===== src/rtl/alu_pkg.sv =====
// Shared definitions for the RV32I execute-stage ALU: control width and the
// funct3-style operation encoding.
package alu_pkg;

  localparam int unsigned ALU_CTRL_WIDTH = 3;

  typedef enum logic [ALU_CTRL_WIDTH-1:0] {
    ALU_ADD  = 3'd0,
    ALU_SLL  = 3'd1,
    ALU_SLT  = 3'd2,
    ALU_SLTU = 3'd3,
    ALU_XOR  = 3'd4,
    ALU_SRL  = 3'd5,
    ALU_OR   = 3'd6,
    ALU_AND  = 3'd7
  } alu_op_e;

endpackage


===== src/rtl/alu_shifter.sv =====
// Logarithmic barrel shifter, logical left/right. A left shift is done as a
// right shift on bit-reversed data so only one shifter chain is built.
module alu_shifter #(
  parameter int unsigned WIDTH = 32
) (
  input  logic [WIDTH-1:0]         data_i,
  input  logic [$clog2(WIDTH)-1:0] shamt_i,
  input  logic                     right_i,
  output logic [WIDTH-1:0]         data_o
);

  localparam int unsigned SHW = $clog2(WIDTH);

  function automatic logic [WIDTH-1:0] bit_rev(input logic [WIDTH-1:0] v);
    logic [WIDTH-1:0] r;
    r = '0;
    for (int unsigned i = 0; i < WIDTH; i++) begin
      r[i] = v[WIDTH-1-i];
    end
    return r;
  endfunction

  logic [WIDTH-1:0] stage;

  always_comb begin
    stage = right_i ? data_i : bit_rev(data_i);
    for (int unsigned i = 0; i < SHW; i++) begin
      if (shamt_i[i]) begin
        stage = stage >> (1 << i);
      end
    end
    data_o = right_i ? stage : bit_rev(stage);
  end

endmodule


===== src/rtl/alu.sv =====
// Registered RV32I integer ALU (ADD/SLT/SLTU/XOR/OR/AND), one cycle latency.
// Define ALU_SHIFT_EN to add SLL/SRL; otherwise those codes return zero.
module alu
  import alu_pkg::*;
#(
  parameter int unsigned REG_DATA_WIDTH = 32
) (
  input  logic                      clk,
  input  logic                      nreset,
  input  logic [REG_DATA_WIDTH-1:0] din_0,
  input  logic [REG_DATA_WIDTH-1:0] din_1,
  input  logic [ALU_CTRL_WIDTH-1:0] ctrl,
  output logic [REG_DATA_WIDTH-1:0] result
);

  logic [REG_DATA_WIDTH-1:0] result_d;
  logic [REG_DATA_WIDTH-1:0] result_q;

`ifdef ALU_SHIFT_EN
  logic [REG_DATA_WIDTH-1:0] shift_res;

  // ctrl[2] separates SRL (101) from SLL (001)
  alu_shifter #(
    .WIDTH (REG_DATA_WIDTH)
  ) u_shifter (
    .data_i  (din_0),
    .shamt_i (din_1[$clog2(REG_DATA_WIDTH)-1:0]),
    .right_i (ctrl[2]),
    .data_o  (shift_res)
  );
`endif

  always_comb begin
    result_d = '0;
    case (alu_op_e'(ctrl))
      ALU_ADD:  result_d = din_0 + din_1;
      ALU_SLT:  result_d[0] = $signed(din_0) < $signed(din_1);
      ALU_SLTU: result_d[0] = din_0 < din_1;
      ALU_XOR:  result_d = din_0 ^ din_1;
      ALU_OR:   result_d = din_0 | din_1;
      ALU_AND:  result_d = din_0 & din_1;
`ifdef ALU_SHIFT_EN
      ALU_SLL, ALU_SRL: result_d = shift_res;
`else
      ALU_SLL, ALU_SRL: result_d = '0;
`endif
      default:  result_d = '0;
    endcase
  end

  always_ff @(posedge clk or negedge nreset) begin
    if (!nreset) begin
      result_q <= '0;
    end else begin
      result_q <= result_d;
    end
  end

  assign result = result_q;

endmodule


===== config.mk =====
export PLATFORM = sky130hd
export DESIGN_NAME = alu
export DESIGN_NICKNAME = d
export VERILOG_FILES = /design/src/rtl/alu_pkg.sv /design/src/rtl/alu_shifter.sv /design/src/rtl/alu.sv
export SDC_FILE = /design/constraint.sdc
export NUM_CORES = 1
export LEC_CHECK = 0
export ABC_AREA = 1
export BUFFER_PORTS_ARGS = -buffer_cell sky130_fd_sc_hd__buf_4
export CORE_MARGIN = 1
export CORE_UTILIZATION = 57
export DETAILED_ROUTE_END_ITERATION = 8
export PLACE_DENSITY = 0.93
export SLEW_MARGIN = 10
export SYNTH_ARGS = -nofsm -noshare
export SYNTH_HDL_FRONTEND = slang
export SYNTH_HIERARCHICAL = 1
export SYNTH_SLANG_ARGS = --single-unit

===== constraint.sdc =====
create_clock -name clk -period 0.8 [get_ports clk]
set_input_delay 0 -clock clk [delete_from_list [all_inputs] [get_ports clk]]
set_output_delay 0 -clock clk [all_outputs]
set_load 0.02 [all_outputs]

==> results of run 1 <==
## stage by stage
stage          TNS, ns  std cells
2_1_floorplan   -13.99        790
3_3_place_gp    -22.80       1114
3_5_place_dp    -25.87       1114
## synth_stat cells, types with 9 or more instances
cell type	n	share of area, %
o21ai_1	16	1.6
nand4_1	14	1.7
nand2_1	172	13
nor2_1	78	5.8
dfrtp_1	32	16
a21oi_1	78	7.8
ha_1	98	24
nand2_2	9	1.1
nor3_1	9	0.90
inv_1	135	10
o21ai_0	23	2.3
nand3_1	58	5.8
## kinds of logic after synthesis
kind of cell,after synthesis,synth area share (%)
compound gates,139,15.2
xor+xnor,7,1.22
buf+inv,152,11.6
simple gates,361,31.2
flops,32,15.9
fa+ha+maj,99,24.8
==> metrics.md, run 1 <==
| Metric | Value |
|---|---|
| Die Wd | `around 96 um` |
| RD Place Congestion | `between 1 and 1.5` |
| Sequential cell area fraction in the yosys report | `between 15 and 20%` |
| Buffer depth of the longest clock path | `2` |
| Root Driver | `clkbuf_8` |
| Post-place setup slack | `-0.954 ns` |
| H-tree Lvls | `2` |
| Status | `aborted with a tool error` |
| Halt Stage | `clock tree synthesis (4_1_cts)` |
| Yosys warns | `6` |
| Post-Syn Area per Cell | `6.36 um^2` |
| I/O Pins | `roughly 100` |
| Total CTS buffers | `5` |
| Tool Error | `[ERROR DPL-0033] detailed placement checks failed during check placement.` |
| PortBufs | `100` |
| Dominant synthesized flop cell | `dfrtp_1` |
| Starting Density | `around three fifths` |
| Synth async-reset ratio | `100%` |
| Synth cell types | `39` |
| Synthesized cell area | `between 5000 and 6000 um^2` |
| EDFF count, synth | `0` |
| FF+latch count, synth | `32` |
| Area of placed instances | `~7400 um^2` |
| Postcts setup bufs | `15` |
| Post-synthesis net count | `958` |
| Clock sinks | `32` |
| DPL Wire Length | `~16,000 um` |
| Post-cts repair resize count | `205` |
| Chip Height | `around 96 um` |
| Row Count | `33` |
| Post-synthesis cell count | `slightly below 800` |
| Post-CTS Hold Buffers | `1` |
==> run 2: changes to the inputs <==
- CORE_UTILIZATION: 57 -> 40
- PLACE_DENSITY: 0.93 -> unset
- PLACE_DENSITY_LB_ADDON: unset -> 0.15
==> metrics.md, run 2 <==
| Metric | Value |
|---|---|
| FMAX | `0.684 GHz` |
| Layout cell share with drive strength beyond 1 | `a little under three fifths` |
| Violated checks | `setup timing` |
| Drt drc | `0` |
| Vias in the first global route | `between 6,000 and 7,000` |
| Antenna violations before repair | `0` |
| Total die area | `between 10,000 and 15,000 um^2` |
| Total GRT Usage | `about a third` |
| Worst Setup Start Kind | `input pin` |
| Synth top area share | `roughly a quarter` |
| Critical path, cell by cell | `buf_8 > ha_4 > inv_4 > fa_2 > inv_2 > nand3_2 > nand2_4 > nand2_4 > nand2_4 > nand2_2 > nand2_4 > nand4_1 > nand2_1 > nand2_1 > nand3_1 > nand3_1` |
| Crit-path leading delay family | `simple AND/OR/NAND/NOR gates` |
| Dominant synthesized flop cell | `dfrtp_1` |
| Final WL | `between 20,000 and 25,000 um` |
| Yosys warns | `6` |
| Sequential power share | `roughly 17%` |
| RSZ-0062 raised after global routing | `yes` |
| Finished Layout Cells | `roughly 1,300` |
| Peak supply drop | `between 0.7 and 0.8 mV` |
| Total global routing overflow | `0` |
| Most frequent cells in the layout | `buf_4, nand2_1, buf_6` |
| Max-slew headroom | `around four fifths` |
| PortBufs | `100` |
| PD cells | `about 1100 nW/um^2` |
| Net switching power | `around 4.3 mW` |
| CP dominant cell by count | `nand2_4` |
| Top post-synthesis cells by count | `nand2_1, inv_1, ha_1, a21oi_1, nor2_1` |
| Internal | `~6.5 mW` |
| H-tree Lvls | `2` |
| Critical path capture point type | `flop` |
| Synth async-reset ratio | `100%` |
| Filler cells | `between 700 and 800` |
| Post-Syn Area per Cell | `roughly 6.4 um^2` |
| Core Region | `~12,000 um^2` |
| Routed vias | `about 6,600` |
| Post-synthesis net count | `around 960` |
| Clock sinks | `32` |
| # diodes | `0` |
| CP Max Fanout | `4` |
| Most common cell in the netlist | `nand2_1` |
| Worst-Margin Slew | `a little over 0.3 ns` |
| Root Driver | `clkbuf_16` |
| Most common cell after layout, fill and taps aside | `buf_4` |
| Starting Density | `41.5%` |
| Worst endpoint required time | `between 0.9 and 1 ns` |
| Chip Height | `between 100 and 150 um` |
| Area of placed instances | `between 7000 and 8000 um^2` |
| Hold Fails Final Rpt | `0` |
| Largest register FFs | `32` |
| Drt first pass iters | `5` |
| Nets | `1,263` |
| Buffer depth of the longest clock path | `2` |
| Drt wl/cell | `~17 um` |
| Combinational share of power | `approximately three fifths` |
| Max-cap violation count | `0` |
| Switching share of power | `around two fifths` |
| Final Setup Violations | `42` |
| Worst EP arrival | `1.62 ns` |
| Slowest stage delay, CP | `0.35 ns` |
| CP Depth | `16` |
| Setup CP Type | `in -> reg` |
| Largest net degree at the start of global routing | `33` |
| Synth area leaders | `ha_1, dfrtp_1, nand2_1` |
| Clk pwr share | `approximately 23%` |
| Synthesized cell area | `between 5000 and 6000 um^2` |
| DR vias/cell | `around 5.2` |
| Reg clk slew, reported paths | `roughly 0.050 ns` |
| DPL Wire Length | `around 15,000 um` |
| Post-layout instance area | `9770 um^2` |
| Slowest CP cell | `fa_2` |
| Final worst slack | `-0.662 ns` |
| EDFF count, synth | `0` |
| RD Place Congestion | `roughly 1` |
| Status | `finished with violations` |
| DRT antenna net count | `0` |
| Row Count | `40` |
| Placed cell count | `about 1,200` |
| I/O Pins | `approximately 100` |
| Post-synthesis cell count | `790` |
| CTS tree | `yes` |
| Synth cell types | `39` |
| Static Leakage | `roughly 4.8 nW` |
| Min-Delay Path Class | `in -> reg` |
| Initial drt markers | `between 300 and 400` |
| Global-route wire length before repair | `32,200 um` |
| Tmin final | `1.46 ns` |
| CP Buf/Inv Count | `3` |
| Sequential cell area fraction in the yosys report | `approximately 16%` |
| Synth area leader | `ha_1` |
| Area grow syn2layout | `94.5%` |
| FF+latch count, synth | `32` |
| Max Slew Vio Count | `0` |
| Final worst path period share | `183%` |
| Hold path cells | `4` |
| Die Wd | `114 um` |
| Total CTS buffers | `5` |
-- run 2: cell counts after synthesis --
Identical to the previous run, type by type.
-- run 2: per-stage QoR --
| stage | worst slack, ns | hold slack [ns] | setup TNS (ns) | total power [mW] | utilization [%] |
|---|---|---|---|---|---|
| finish | -0.662 | 0.0806 | -15.99 | 10.8 | 80.7 |
| floorplan | -0.657 | -0.296 | -13.99 | 4.36 | - |
| detailed placement | -0.988 | -0.0319 | -26.28 | 6.64 | 64.5 |
| CTS | -0.582 | 0.0830 | -13.24 | 10.1 | 75.2 |
| global route | -0.733 | 0.111 | -18.09 | 11.3 | 80.7 |
| global placement | -0.969 | -0.0353 | -25.40 | 6.55 | 64.5 |
-- run 2: path summary, 6_finish.rpt --
kind	from	endpoint	slack, ns
worst max-delay path	din_1[0]	result[26]	-0.66
max in group asynchronous	nreset	result[27]	0.40
min in group asynchronous	nreset	result[10]	0.20
worst min-delay path	din_1[31]	result[31]	0.08
-- run 2: kinds of logic after synthesis --
group,synth area share (%)
buffers and inverters,11.6
AO/OA/AOI/OAI,15.2
flip-flops,15.9
AND/OR/NAND/NOR,31.2
XOR/XNOR,1.22
adder cells (fa/ha/maj),24.8
-- run 2: final cells by class --
| class | count | area, um^2 | area share (%) |
|---|---|---|---|
| repair buffers | 312 | 2850 | 29.1 |
| clock inverters | 1 | 30.0 | 0.307 |
| inverters | 138 | 638 | 6.53 |
| well taps | 168 | 210 | 2.15 |
| flip-flops and latches | 32 | 801 | 8.20 |
| clock buffers | 7 | 153 | 1.56 |
| multi-input cells | 606 | 5090 | 52.1 |
-- run 2: power by group through the flow --
| stage | clock [mW] | sequential, mW | combinational, mW |
|---|---|---|---|
| 2_1_floorplan | 0 | 2.08 | 2.28 |
| 3_3_place_gp | 0 | 1.87 | 4.69 |
| 3_5_place_dp | 0 | 1.87 | 4.77 |
| 4_1_cts | 2.51 | 1.87 | 5.75 |
| 5_1_grt | 2.55 | 1.88 | 6.88 |
| 6_report | 2.48 | 1.88 | 6.49 |
-- run 2: timing repair --
| action | 4_1_cts | 5_1_grt |
|---|---|---|
| setup endpoints to repair | 57 | 59 |
| hold buffers | 1 | 0 |
| buffers inserted | 20 | 21 |
| resized for setup | 291 | 132 |
| pin swaps | 109 | 84 |
| hold endpoints to repair | 32 | 0 |
-- run 2: routing by layer --
metal  vias to the layer above  GRT usage (%)  wire, um
met5                         -              0         0
met4                         0           8.92       739
met3                        57           2.44      1080
met2                       261           56.9     11000
met1                      3136           40.7      9310
li1                       3161              -         -
No activity file was read; power rests on OpenSTA's default activity.
